===== config.mk =====
export PLATFORM = sky130hd
export DESIGN_NAME = axis_rr_arbiter
export DESIGN_NICKNAME = d
export VERILOG_FILES = /design/src/rtl/axis_rr_arbiter.sv
export SDC_FILE = /design/constraint.sdc
export NUM_CORES = 1
export LEC_CHECK = 0
export BUFFER_PORTS_ARGS = -buffer_cell sky130_fd_sc_hd__clkbuf_2
export CAP_MARGIN = 25
export CORE_MARGIN = 5
export CORE_UTILIZATION = 40
export CTS_BUF_LIST = sky130_fd_sc_hd__clkbuf_16
export DETAILED_ROUTE_END_ITERATION = 10
export HOLD_SLACK_MARGIN = 0.03
export PLACE_DENSITY = 0.68
export SYNTH_ARGS = -nofsm -noshare
export SYNTH_HDL_FRONTEND = slang
export SYNTH_SLANG_ARGS = --single-unit

===== constraint.sdc =====
create_clock -name clk -period 2.83 [get_ports clk]
set_input_delay 0.4245 -clock clk [delete_from_list [all_inputs] [get_ports clk]]
set_output_delay 0.4245 -clock clk [all_outputs]
set_load 0.03 [all_outputs]

===== src/rtl/axis_rr_arbiter.sv =====
// Packet-granular round-robin arbiter: S_COUNT AXI-stream sources share one output
// through a 2-entry skid buffer; a grant is held from the first beat to the tlast beat.
module axis_rr_arbiter #(
    parameter int S_COUNT     = 4,
    parameter int DATA_WIDTH  = 32,
    parameter int KEEP_ENABLE = 1,
    parameter int KEEP_WIDTH  = 4
) (
    input  logic                           clk,
    input  logic                           rst,
    input  logic [S_COUNT*DATA_WIDTH-1:0]  s_axis_tdata,
    input  logic [S_COUNT*KEEP_WIDTH-1:0]  s_axis_tkeep,
    input  logic [S_COUNT-1:0]             s_axis_tvalid,
    output logic [S_COUNT-1:0]             s_axis_tready,
    input  logic [S_COUNT-1:0]             s_axis_tlast,
    input  logic [S_COUNT-1:0]             s_axis_tuser,
    output logic [DATA_WIDTH-1:0]          m_axis_tdata,
    output logic [KEEP_WIDTH-1:0]          m_axis_tkeep,
    output logic                           m_axis_tvalid,
    input  logic                           m_axis_tready,
    output logic                           m_axis_tlast,
    output logic                           m_axis_tuser,
    output logic                           grant_valid,
    output logic [$clog2(S_COUNT)-1:0]     grant_index
);
    localparam int IDX_W   = $clog2(S_COUNT);
    localparam int ENTRY_W = DATA_WIDTH + KEEP_WIDTH + 2;
    localparam logic [IDX_W-1:0] LAST_IDX = IDX_W'(S_COUNT - 1);

    typedef enum logic {
        IDLE   = 1'b0,
        LOCKED = 1'b1
    } state_t;

    state_t                     state_q, state_d;
    logic [IDX_W-1:0]           grant_q, grant_d;
    logic [IDX_W-1:0]           rr_q, rr_d;
    logic [1:0]                 count_q, count_d;
    logic                       not_full_q, not_full_d;
    logic                       rd_ptr_q, rd_ptr_d;
    logic                       wr_ptr_q, wr_ptr_d;
    logic [1:0][ENTRY_W-1:0]    mem_q, mem_d;

    logic                       found;
    logic [IDX_W-1:0]           pick;
    logic                       g_valid;
    logic                       g_last;
    logic [DATA_WIDTH-1:0]      g_data;
    logic [KEEP_WIDTH-1:0]      g_keep;
    logic [ENTRY_W-1:0]         g_entry;
    logic                       accept;
    logic                       pop;

    // Scan requests starting at the rr pointer so priority rotates with every packet.
    always_comb begin
        found = 1'b0;
        pick  = '0;
        for (int k = 0; k < S_COUNT; k++) begin
            if (!found && s_axis_tvalid[IDX_W'((int'(rr_q) + k) % S_COUNT)]) begin
                found = 1'b1;
                pick  = IDX_W'((int'(rr_q) + k) % S_COUNT);
            end
        end
    end

    always_comb begin
        g_valid = s_axis_tvalid[grant_q];
        g_last  = s_axis_tlast[grant_q];
        g_data  = s_axis_tdata[grant_q*DATA_WIDTH +: DATA_WIDTH];
        g_keep  = (KEEP_ENABLE != 0) ? s_axis_tkeep[grant_q*KEEP_WIDTH +: KEEP_WIDTH] : '1;
        g_entry = {s_axis_tuser[grant_q], g_last, g_keep, g_data};
    end

    assign accept = (state_q == LOCKED) && not_full_q && g_valid;
    assign pop    = (count_q != 2'd0) && m_axis_tready;

    always_comb begin
        state_d = state_q;
        grant_d = grant_q;
        rr_d    = rr_q;
        case (state_q)
            IDLE: begin
                if (found) begin
                    grant_d = pick;
                    state_d = LOCKED;
                end
            end
            LOCKED: begin
                if (accept && g_last) begin
                    rr_d    = (grant_q == LAST_IDX) ? '0 : grant_q + IDX_W'(1);
                    state_d = IDLE;
                end
            end
            default: state_d = IDLE;
        endcase
    end

    // Ready for the next cycle is precomputed from the post-update occupancy,
    // which keeps m_axis_tready out of the s_axis_tready path.
    always_comb begin
        mem_d    = mem_q;
        wr_ptr_d = wr_ptr_q;
        rd_ptr_d = rd_ptr_q;
        if (accept) begin
            mem_d[wr_ptr_q] = g_entry;
            wr_ptr_d        = ~wr_ptr_q;
        end
        if (pop) begin
            rd_ptr_d = ~rd_ptr_q;
        end
        count_d    = count_q + {1'b0, accept} - {1'b0, pop};
        not_full_d = ~count_d[1];
    end

    always_ff @(posedge clk or negedge rst) begin
        if (!rst) begin
            state_q    <= IDLE;
            grant_q    <= '0;
            rr_q       <= '0;
            count_q    <= '0;
            not_full_q <= 1'b1;
            rd_ptr_q   <= 1'b0;
            wr_ptr_q   <= 1'b0;
            mem_q      <= '0;
        end else begin
            state_q    <= state_d;
            grant_q    <= grant_d;
            rr_q       <= rr_d;
            count_q    <= count_d;
            not_full_q <= not_full_d;
            rd_ptr_q   <= rd_ptr_d;
            wr_ptr_q   <= wr_ptr_d;
            mem_q      <= mem_d;
        end
    end

    always_comb begin
        s_axis_tready = '0;
        if (state_q == LOCKED) begin
            s_axis_tready[grant_q] = not_full_q;
        end
    end

    assign {m_axis_tuser, m_axis_tlast, m_axis_tkeep, m_axis_tdata} = mem_q[rd_ptr_q];
    assign m_axis_tvalid = (count_q != 2'd0);
    assign grant_valid   = (state_q == LOCKED);
    assign grant_index   = grant_q;

endmodule


==> results of run 1 <==
-- power by group through the flow --
stage / registers, mW / clock network (mW) / logic (mW)
6_report: 2.30 / 1.35 / 4.42
2_1_floorplan: 2.17 / 0 / 3.49
3_5_place_dp: 2.33 / 0 / 4.48
3_3_place_gp: 2.29 / 0 / 4.37
5_1_grt: 2.39 / 1.44 / 4.75
4_1_cts: 2.31 / 1.39 / 4.50
-- sequential cells by signal (all words and copies together), names as in the netlist --
register,count
rr_q,2
grant_index,2
rd_ptr_q,1
grant_valid,1
count_q,2
not_full_q,1
wr_ptr_q,1
mem_q,76
-- cells in the final DEF (no fill, tap or decap) --
master and instances:
a21oi_1 2, a22o_1 1, and2_1 1, and3_1 4, buf_12 1, buf_4 11, bufinv_16 3, clkbuf_16 9
clkbuf_2 203, clkinvlp_4 3, dfrtp_1 82, dfrtp_2 3, dfstp_2 1, ha_1 6, inv_1 4, inv_6 1
mux2_2 106, mux2_4 9, mux2i_1 1, mux4_2 39, nand2_1 5, nand2b_1 3, nand3_2 1, nand3b_1 1
nand4_1 2, nor2_1 3, nor2b_1 2, o21a_1 2, o21ai_0 1, o2bb2ai_1 1, o311ai_0 1, o31ai_1 1
o41ai_1 1, or2_2 2, or4_1 1, xnor2_1 1, xor2_1 2
-- area by class of cell --
cell class,instances,area (um^2)
multi-input cells,199,2530
clock buffers,9,225
repair buffers,215,1120
flip-flops and latches,86,2160
fillers,1048,5560
clock inverters,7,121
inverters,4,15.0
well taps,147,184
-- layer usage --
| metal | routed length [um] | vias to the layer above | track usage (%) |
|---|---|---|---|
| li1 | - | 1599 | - |
| met1 | 4760 | 1783 | 20.2 |
| met2 | 6270 | 126 | 30.8 |
| met3 | 747 | 9 | 4.29 |
| met4 | 122 | 0 | 4.87 |
| met5 | 0 | - | 0 |
-- cell families after synthesis --
logic type	Yosys count
buffers and inverters	25
AND/OR/NAND/NOR	25
adder cells (fa/ha/maj)	6
multiplexers	155
flip-flops	86
XOR/XNOR	3
AO/OA/AOI/OAI	10
-- worst max-delay path: cells and delay by family, from the launching register on --
family	cells	cell delay [ns]
adder cells (fa/ha/maj)	1	0.21
flip-flops	1	0.55
AND/OR/NAND/NOR	1	0.18
buffers and inverters	3	0.71
-- through the flow --
stage               power, mW  utilization, %  hold slack (ns)
finish                   8.08            53.4           0.0940
global route             8.58            53.4            0.152
floorplan                5.66               -            0.129
global placement         6.66            50.4            0.445
CTS                      8.20            53.4            0.119
detailed placement       6.81            50.4            0.444
-- worst min-delay path by stage --
stage / start / endpoint / depth (start not counted)
floorplan: rst / count_q[0] / 0
global placement: count_q[1] / not_full_q / 1
detailed placement: count_q[1] / not_full_q / 1
CTS: rst / rr_q[0] / 1
global route: rst / rr_q[0] / 1
finish: rst / rr_q[0] / 1
==> summary.txt, run 1 <==
Outcome
  • Outcome: completed

Yosys
  • Post-synth EDFFs: 0
  • Mapped Avg Cell Area: between 15 and 20 um^2
  • Synth Flop Type: dfrtp_1
  • Post-synthesis register bit count: 86
  • Synth Area in Compound Gates: about 1.5%
  • Cell taking the most area after synthesis: dfrtp_1
  • Ys async rst share: 100%
  • Simple-gate share of the synthesized area: just under 3%
  • Count leader, synth: mux2_2
  • Synth Area in Adders: 1.56%
  • Mapped Nets: between 400 and 500
  • Yosys top cell area share: ~44%
  • Largest family of logic cells by synthesized area: multiplexers
  • Post-Syn Area: roughly 0.0048 mm^2
  • Xor/xnor cell area share of the yosys netlist: 0.545%
  • Yosys warns: 0
  • Sequential element share of the synthesized area: roughly 45%
  • Commonest cells in the netlist: 106 x mux2_2, 85 x dfrtp_1, 39 x mux4_2
  • Top cells by area, synth: dfrtp_1 44%, mux2_2 25%, mux4_2 18%
  • Mux contribution to synthesized area: 46.0%
  • Distinct cells, synth: 35
  • Cell count after synthesis: between 300 and 400

Layout
  • Finished Layout Cells: between 600 and 700
  • Syn-to-layout area delta: 31.9%
  • ANT cells: 0
  • Fin nets: roughly 700
  • Share of cells above drive strength 1: between 70% and 80%
  • Fin area: approximately 0.0064 mm^2

STA
  • Final setup margin: ~0.41 ns
  • Hold Fails Final Rpt: 0
  • Least-Margin Pin Slew: 0.609 ns
  • Fin crit share: between 80% and 90%
  • Setup TNS: 0 ns
  • RSZ-0062 raised after global routing: false
  • Max-slew violations: 0
  • Highest clock rate: approximately 410 MHz
  • Fin Clk Skew: between 0.006 and 0.007 ns
  • Final setup violation count: 0
  • Min cycle time layout: about 2.4 ns
  • Slew HR: roughly 59%

Global route
  • Initial antenna violation count: 0
  • Largest net degree at the start of global routing: 48
  • GRT Overall Usage: 17.1%
  • Number of global-route vias before repair: ~4.0k
  • Global-route wire length before repair: between 15 and 20 mm
  • Total gr overflow: 0

Critical path
  • Critical R2R Capture: count_q[1]
  • FF-to-FF setup slack: 0.60 ns
  • Worst Setup SP: grant_index[0]
  • Peak fanout along the critical path: 22
  • Worst Path Arrival: slightly below 2 ns
  • Worst-path cell chain: buf_4, inv_1, ha_1, and3_1, clkbuf_2
  • Slowest stage cell, crit path: dfrtp_2
  • Largest stage delay, worst path: around 0.55 ns
  • Crit. End Element: output port
  • Worst Setup EP: s_axis_tready[2]
  • Req. time, crit path: ~2.4 ns
  • Worst Setup Start Kind: flop
  • CP Class: reg2out
  • Reg2reg start: grant_index[0]
  • Worst reg-to-reg path cell count: 8

Power and ir drop
  • Switching Fraction: between 30% and 40%
  • Clock Power Share: roughly 17%
  • VDD IR max: roughly 0.57 mV
  • Power per Cell Area: ~1300 mW/mm^2
  • Logic pwr share: a little over half
  • Seq pwr share: 28.5%
  • P_leak: ~3 nW
  • Pint: between 4 and 5 mW
  • P_sw: 3.20 mW

CTS
  • Post-CTS Setup Inserts: 0
  • CTS root buf: clkbuf_16
  • TritonCTS Buffers: 9
  • CTS Hold Bufs: 0
  • CTS tree: built
  • # resized after CTS: 0
  • Worst-Skew Late Latency: around 0.33 ns
  • CTS max path bufs: 2
  • Clk sinks: 86
  • H-tree levels: 3
  • CTS clk-pin slew, worst paths: 0.07 ns

Floorplan
  • Die X: 120 um
  • Ports: 205
  • Die area: between 0.01 and 0.015 mm^2
  • FP Rows: 40
  • Core area: around 0.012 mm^2
  • Die H: approximately 120 um
  • Initial Util: 40.4%

Detailed routing
  • Iter 0 DRT Violations: 111
  • Via count: 3517
  • Detail Route Antenna Nets: 0
  • Drt pass-1 iters: 4
  • Vias per cell: about 5.3
  • DRC viols: 0
  • WL/cell: between 15 and 20 um
  • Wirelength, routed: between 10 and 15 mm

Placement
  • Placed insts: approximately 650
  • DP Wirelength: just over 9 mm
  • Post-DP Area: around 0.0060 mm^2
  • Pre-CTS WS: between 0.5 and 0.6 ns
  • Port bufs: just over 200
  • Gpl congestion: 0.772

Flow run
  • Max Cap Viol: 0

Worst hold path
  • Min-Delay Path Class: in2async
Power figures use the tool's default switching activity.
==> inputs of run 2 (changes only) <==
Settings changed: CELL_PAD_IN_SITES_DETAIL_PLACEMENT set to 1, CELL_PAD_IN_SITES_GLOBAL_PLACEMENT set to 1, CORE_UTILIZATION 40 to 38, PLACE_DENSITY 0.68 to 0.8.
==> run 2 against run 1 <==
  * Final area down 0.24%
  * Via count up 1.2%
  * Non-clock buffer count unchanged
  * Clock power down 12%
  * Die area up 4.8%
  * Combinational power up 1%
  * Critical path type unchanged
  * Fmax up 4.4%
  * Flip-flop and latch count unchanged
  * Routed wire length up 11%
  * Power down 1.5%
  * Largest cell class unchanged
==> summary.txt, run 2 (synthesized netlist as in run 1, its figures left out) <==
Outcome
  • Outcome: completed

Placement
  • Port bufs: 204 (unchanged)
  • Pre-CTS WS: 0.659 ns (+0.0618 ns)
  • DP Wirelength: 10.5 mm (+14%)
  • Gpl congestion: 0.750 (-2.9%)

Critical path
  • Worst reg-to-reg path cell count: 5 (-3)
  • Crit. End Element: output port
  • Req. time, crit path: 2.41 ns (about the same)
  • Buf/Inv on CP: 2 (-1)
  • Largest stage delay, worst path: 0.65 ns (+0.10 ns)
  • Reg2reg start: grant_index[0]
  • Worst Setup Start Kind: flop
  • Crit path depth: 3 (-2)
  • Critical R2R Capture: mem_q[0]
  • CP Class: reg2out
  • FF-to-FF setup slack: 0.72 ns (+0.12 ns)
  • Worst Path Arrival: 1.89 ns (-0.10 ns)
  • CP delay by family, top: flip-flops
  • Worst-path cell chain: buf_4, mux2_2, clkbuf_2
  • Worst Setup SP: rd_ptr_q
  • Slowest stage cell, crit path: dfrtp_2
  • Worst Setup EP: m_axis_tdata[28]
  • Peak fanout along the critical path: 16 (-27%)

CTS
  • CTS Hold Bufs: 0 (unchanged)
  • CTS tree: built
  • Clk sinks: 86 (unchanged)
  • TritonCTS Buffers: 9 (unchanged)
  • CTS clk-pin slew, worst paths: 0.06 ns (about the same)
  • CTS root buf: clkbuf_16
  • # resized after CTS: 0 (unchanged)
  • Post-CTS Setup Inserts: 0 (unchanged)
  • H-tree levels: 3 (unchanged)
  • CTS max path bufs: 2 (unchanged)
  • Worst-Skew Late Latency: 0.33 ns (about the same)

Global route
  • GRT Overall Usage: 17.9% (+0.79 points)
  • Total gr overflow: 0 (unchanged)
  • Initial antenna violation count: 0 (unchanged)
  • Global-route wire length before repair: 21.0 mm (+7.4%)
  • Number of global-route vias before repair: 4244 (+6.5%)
  • Largest net degree at the start of global routing: 46 (-4.2%)

STA
  • Fin Clk Skew: 0.00466 ns (-0.00184 ns)
  • Final setup violation count: 0 (unchanged)
  • Hold Fails Final Rpt: 0 (unchanged)
  • Least-Margin Pin Slew: 0.619 ns (+0.0101 ns)
  • RSZ-0062 raised after global routing: false
  • Final setup margin: 0.515 ns (+0.103 ns)
  • Highest clock rate: 432 MHz (+4.4%)
  • Slew HR: 58.8% (-0.67 points)
  • Setup TNS: 0 ns (unchanged)
  • Min cycle time layout: 2.32 ns (-0.103 ns)
  • Fin crit share: 81.8% (-3.6 points)
  • Max-slew violations: 0 (unchanged)

Layout
  • Share of cells above drive strength 1: 75.4% (unchanged)
  • Syn-to-layout area delta: 31.6%
  • Most common cell after layout, fill and taps aside: clkbuf_2
  • Final Util: 50.6% (-2.7 points)
  • ANT cells: 0 (unchanged)
  • Filler instances: 1353 (+29%)
  • Fin nets: 680 (unchanged)
  • Top reg by flops: mem_q
  • Most frequent cells in the layout: 203 x clkbuf_2, 106 x mux2_2, 82 x dfrtp_1, 39 x mux4_2, 11 x buf_4
  • Max reg flops: 76 (unchanged)

Floorplan
  • Ports: 205 (unchanged)
  • Core area: 0.0125 mm^2 (+5.1%)
  • Die area: 0.0150 mm^2 (+4.8%)
  • Die X: 123 um (+2.4%)
  • Initial Util: 38.5% (-2.0 points)
  • FP Rows: 41 (+2.5%)
  • Die H: 123 um (+2.4%)

Detailed routing
  • Wirelength, routed: 13.3 mm (+11%)
  • DRC viols: 0 (unchanged)
  • Vias per cell: 5.14 (-2.5%)
  • Via count: 3559 (+1.2%)
  • Drt pass-1 iters: 4 (unchanged)
  • Iter 0 DRT Violations: 95 (-14%)
  • Detail Route Antenna Nets: 0 (unchanged)
  • WL/cell: 19.2 um (+7.4%)

Worst hold path
  • Min-Delay Path Class: in2async

Flow run
  • Max Cap Viol: 0 (unchanged)

Power and ir drop
  • P_leak: 2.99 nW (-0.69%)
  • Power per Cell Area: 1260 mW/mm^2 (-1.3%)
  • VDD IR max: 0.536 mV (-5.7%)
[run 2: cell types whose count changed in the layout (fill, tap and decap cells not counted), sizes merged]
cell / change
clkinv: +3
inv: -1
bufinv: -2
[run 2: area by class of cell]
class | count | area (um^2) | share of cell area (%)
clock buffers | 9 | 225 | 3.55
flip-flops and latches | 86 | 2160 | 34.0
repair buffers | 215 | 1120 | 17.6
clock inverters | 7 | 75.1 | 1.18
multi-input cells | 199 | 2530 | 40.0
inverters | 4 | 15.0 | 0.237
well taps | 172 | 215 | 3.39
[run 2: how the worst min path moves through the flow]
stage               start          to  slack (ns)  cells after the start
3_5_place_dp   count_q[1]  not_full_q        0.44                      1
6_report              rst     rr_q[1]         0.1                      1
4_1_cts               rst     rr_q[1]        0.12                      1
2_1_floorplan         rst  count_q[0]        0.13                      0
5_1_grt               rst  count_q[1]        0.15                      1
3_3_place_gp   count_q[1]  not_full_q        0.44                      1
[run 2: metal layers]
metal / GRT usage [%] / wire length [um] / part of all wire [%] / vias to the layer above
met3: 3.23 / 611 / 4.6 / 14
li1: - / - / - / 1599
met1: 19.2 / 4930 / 37 / 1833
met4: 5.67 / 191 / 1.4 / 0
met2: 35.1 / 7520 / 57 / 113
met5: 0 / 0 / 0 / -
[run 2: worst reg2reg max path, stage by stage (launching register included)]
cell and delay, ns:
dfrtp_2 0.47, mux4_2 0.57, nand3_2 0.12, or2_2 0.12, buf_4 0.32, mux2_2 0.39
[run 2: metrics by stage]
stage / hold WS, ns / cells / total power [mW] / cell area, um^2
after global routing: 0.151 / 692 / 8.45 / 6340
after detailed placement: 0.442 / 676 / 6.88 / 6040
final: 0.0953 / 692 / 7.96 / 6340
after floorplan: 0.129 / 310 / 5.66 / 4820
after CTS: 0.121 / 692 / 8.09 / 6340
after global placement: 0.440 / 676 / 6.65 / 6040
[run 2: report_power, final]
| part | total, mW | internal [mW] | switching [mW] |
|---|---|---|---|
| Sequential | 2.29 | 1.89 | 0.403 |
| Combinational | 4.48 | 2.11 | 2.37 |
| Clock | 1.19 | 0.686 | 0.500 |
==> inputs of run 3 (changes only) <==
Settings changed: ABC_AREA set to 1, CORE_UTILIZATION 38 to 34.
Clock period 2.83 ns to 2.35 ns, I/O delays scaled along.
==> run 3 against run 2 <==
  * Synthesized cell count up 140%
  * Power rose by 24%
  * Flip-flop and latch count unchanged
  * Worst setup slack lost 0.37 ns
  * Critical path type unchanged
  * Combinational power up 35%
  * Clock-buffer cell count unchanged
  * Die area up 20%
  * Final cell count up 62%
  * First-iteration DRC count grew to 2.8 times the previous value
  * Largest cell class unchanged
  * Critical path depth grew 3
  * Register-to-register slack lost 0.29 ns
  * Routed wire length up 34%
==> summary.txt, run 3 <==
CTS
  • CTS max path bufs: 2 (unchanged)
  • CTS tree: built
  • # resized after CTS: 0 (unchanged)
  • CTS clk-pin slew, worst paths: 0.06 ns (about the same)
  • Clk sinks: 86 (unchanged)
  • H-tree levels: 3 (unchanged)
  • TritonCTS Buffers: 9 (unchanged)
  • Post-CTS Setup Inserts: 0 (unchanged)
  • CTS root buf: clkbuf_16
  • Worst-Skew Late Latency: 0.33 ns (about the same)
  • CTS Hold Bufs: 0 (unchanged)

Placement
  • DP Wirelength: 13.3 mm (+26%)
  • Placed insts: 1106 (+64%)
  • Pre-CTS WS: 0.385 ns (-0.274 ns)
  • Port bufs: 204 (unchanged)
  • Gpl congestion: 0.854 (+14%)

Yosys
  • Xor/xnor cell area share of the yosys netlist: 0.500% (-0.046 points)
  • Synth Area in Adders: 1.43% (-0.13 points)
  • Yosys warns: 0 (unchanged)
  • Simple-gate share of the synthesized area: 22.6% (+20 points)
  • Top cells by area, synth: dfrtp_1 40%, o21ai_0 15%, nand2_1 15%
  • Mapped Avg Cell Area: 7.02 um^2 (-55%)
  • Distinct cells, synth: 28 (-20%)
  • Cell count after synthesis: 749 (+140%)
  • Yosys top cell area share: 40.4% (-3.7 points)
  • Mapped Nets: 914 (+92%)
  • Synth Area in Compound Gates: 24.9% (+23 points)
  • Sequential element share of the synthesized area: 40.9% (-3.8 points)
  • Mux contribution to synthesized area: 0% (-46 points)
  • Count leader, synth: nand2_1
  • Post-Syn Area: 0.00526 mm^2 (+9.2%)
  • Commonest cells in the netlist: 205 x nand2_1, 161 x o21ai_0, 85 x dfrtp_1
  • Post-synthesis register bit count: 86 (unchanged)
  • Ys async rst share: 100% (unchanged)
  • Synth Flop Type: dfrtp_1
  • Cell taking the most area after synthesis: dfrtp_1
  • Largest family of logic cells by synthesized area: compound AO/OA/AOI/OAI gates
  • Post-synth EDFFs: 0 (unchanged)

Layout
  • Finished Layout Cells: 1122 (+62%)
  • ANT cells: 0 (unchanged)
  • Most common cell after layout, fill and taps aside: nand2_1
  • Syn-to-layout area delta: 27.2%
  • Fin nets: 1094 (+61%)
  • Max reg flops: 76 (unchanged)
  • Most frequent cells in the layout: 205 x nand2_1, 203 x clkbuf_2, 161 x o21ai_0, 83 x dfrtp_1, 79 x nor2_1
  • Share of cells above drive strength 1: 28.8% (-47 points)
  • Top reg by flops: mem_q

Detailed routing
  • DRC viols: 0 (unchanged)
  • Vias per cell: 5.05 (-1.8%)
  • Iter 0 DRT Violations: 267 (+180%)
  • Top Layer Used: met4
  • Wirelength, routed: 17.8 mm (+34%)
  • Routed met1 length: 8.03 mm (+63%)
  • Drt pass-1 iters: 4 (unchanged)
  • WL/cell: 15.8 um (-17%)
  • Met3 wire len: 958 um (+57%)
  • Detail Route Antenna Nets: 0 (unchanged)
  • Via count: 5665 (+59%)
  • Wire length on met2: 8.58 mm (+14%)

STA
  • RSZ-0062 raised after global routing: false
  • Final setup violation count: 0 (unchanged)
  • Hold Fails Final Rpt: 0 (unchanged)
  • Fin Clk Skew: 0.00835 ns (+0.00369 ns)
  • Slew HR: 53.2% (-5.6 points)
  • Least-Margin Pin Slew: 0.702 ns (+0.0836 ns)
  • Fin crit share: between 90% and 100%
  • Max-slew violations: 0 (unchanged)
  • Final setup margin: 0.145 ns (-0.370 ns)
  • Setup TNS: 0 ns (unchanged)
  • Highest clock rate: 454 MHz
  • Min cycle time layout: ~2.2 ns
  • Fin Hold WS: 0.0629 ns (-0.0324 ns)

Global route
  • Initial antenna violation count: 0 (unchanged)
  • GRT Overall Usage: 19.5% (+1.6 points)
  • Largest net degree at the start of global routing: 61 (+33%)
  • Global-route wire length before repair: 28.8 mm (+37%)
  • Number of global-route vias before repair: 5761 (+36%)
  • Total gr overflow: 0 (unchanged)

Floorplan
  • FP Rows: 45 (+9.8%)
  • Die H: 134 um (+9.6%)
  • Ports: 205 (unchanged)
  • Die X: 134 um (+9.6%)
  • Core area: 0.0152 mm^2 (+21%)
  • Initial Util: 34.6% (-3.9 points)
  • Die area: 0.0181 mm^2 (+20%)

Critical path
  • FF-to-FF setup slack: 0.43 ns (-0.29 ns)
  • Critical R2R Capture: mem_q[39]
  • CP Class: reg2out
  • Reg2reg start: grant_index[1]
  • Worst Path Arrival: 1.85 ns (-0.04 ns)
  • Req. time, crit path: 2.00 ns (-0.41 ns)
  • Peak fanout along the critical path: 41 (+25)
  • Worst Setup EP: s_axis_tready[0]
  • Worst Setup SP: grant_index[0]
  • Worst Setup Start Kind: flop
  • Worst reg-to-reg path cell count: 10 (+5)
  • Crit. End Element: output port

Power and ir drop
  • Pwr Total: 9.90 mW (+24%)
  • VDD IR max: 0.584 mV (+8.9%)
  • Power per Cell Area: 1480 mW/mm^2 (+18%)
  • P_leak: 3.45 nW (+16%)

Flow run
  • Max Cap Viol: 0 (unchanged)

Worst hold path
  • Min-Delay Path Class: in2async

Outcome
  • Outcome: completed
==> run 3: cell count changes after synthesis, sizes merged, moves of 3 or more <==
cell and delta:
o22ai +37, mux2 -115, buf +12, nand2 +202, o21ai +195, mux4 -39
inv +56, nand3 +10, clkbuf +21, nor2 +80, nand2b -3, and3 -4
==> run 3: final cells by class <==
class,instances,area (um^2)
Clock inverter,7,33.8
Sequential cell,86,2160
Fill cell,1996,8510
Inverter,60,228
Clock buffer,9,225
Tap cell,188,235
Multi-Input combinational cell,549,2600
Timing Repair Buffer,223,1210
==> run 3: cell families after synthesis <==
kind of cell	count (synthesis)
AOI/OAI and AO/OA	237
and+or+nand+nor	303
adders and majority gates	6
buffers and inverters	114
xor gates and xnor gates	3
DFF	86
==> run 3: worst min-delay path by stage <==
stage | from | endpoint | slack (ns) | cells after the start
after floorplan | rst | count_q[0] | 0.06 | 0
after global placement | rst | mem_q[56] | 0.43 | 1
after detailed placement | rst | mem_q[57] | 0.44 | 1
after CTS | rst | mem_q[57] | 0.08 | 1
after global routing | rst | mem_q[18] | 0.12 | 1
final | rst | mem_q[59] | 0.06 | 1
==> run 3: routing by layer <==
metal | up-vias | global-route usage, %
met2 | 146 | 33.3
li1 | 2800 | -
met4 | 0 | 4.86
met3 | 12 | 3.68
met1 | 2707 | 25.5
met5 | - | 0
==> run 3: critical path, stage by stage, from the launching register on <==
cell and delay [ns]:
dfrtp_2 0.45, inv_4 0.08, buf_4 0.36, ha_1 0.22, inv_1 0.04, nor2_1 0.13
clkbuf_2 0.23
==> run 3: where the power goes <==
part           leakage [nW]  internal [mW]  switching, mW
Combinational          2.27           1.80           4.24
Sequential             1.06           2.22          0.369
Clock                 0.127          0.698          0.572
==> run 3: metrics by stage <==
step                util (%)  instance area (um^2)
floorplan                  -                  5260
global placement        42.3                  6430
detailed placement      42.3                  6430
CTS                     44.0                  6690
global route            44.0                  6690
finish                  44.0                  6690
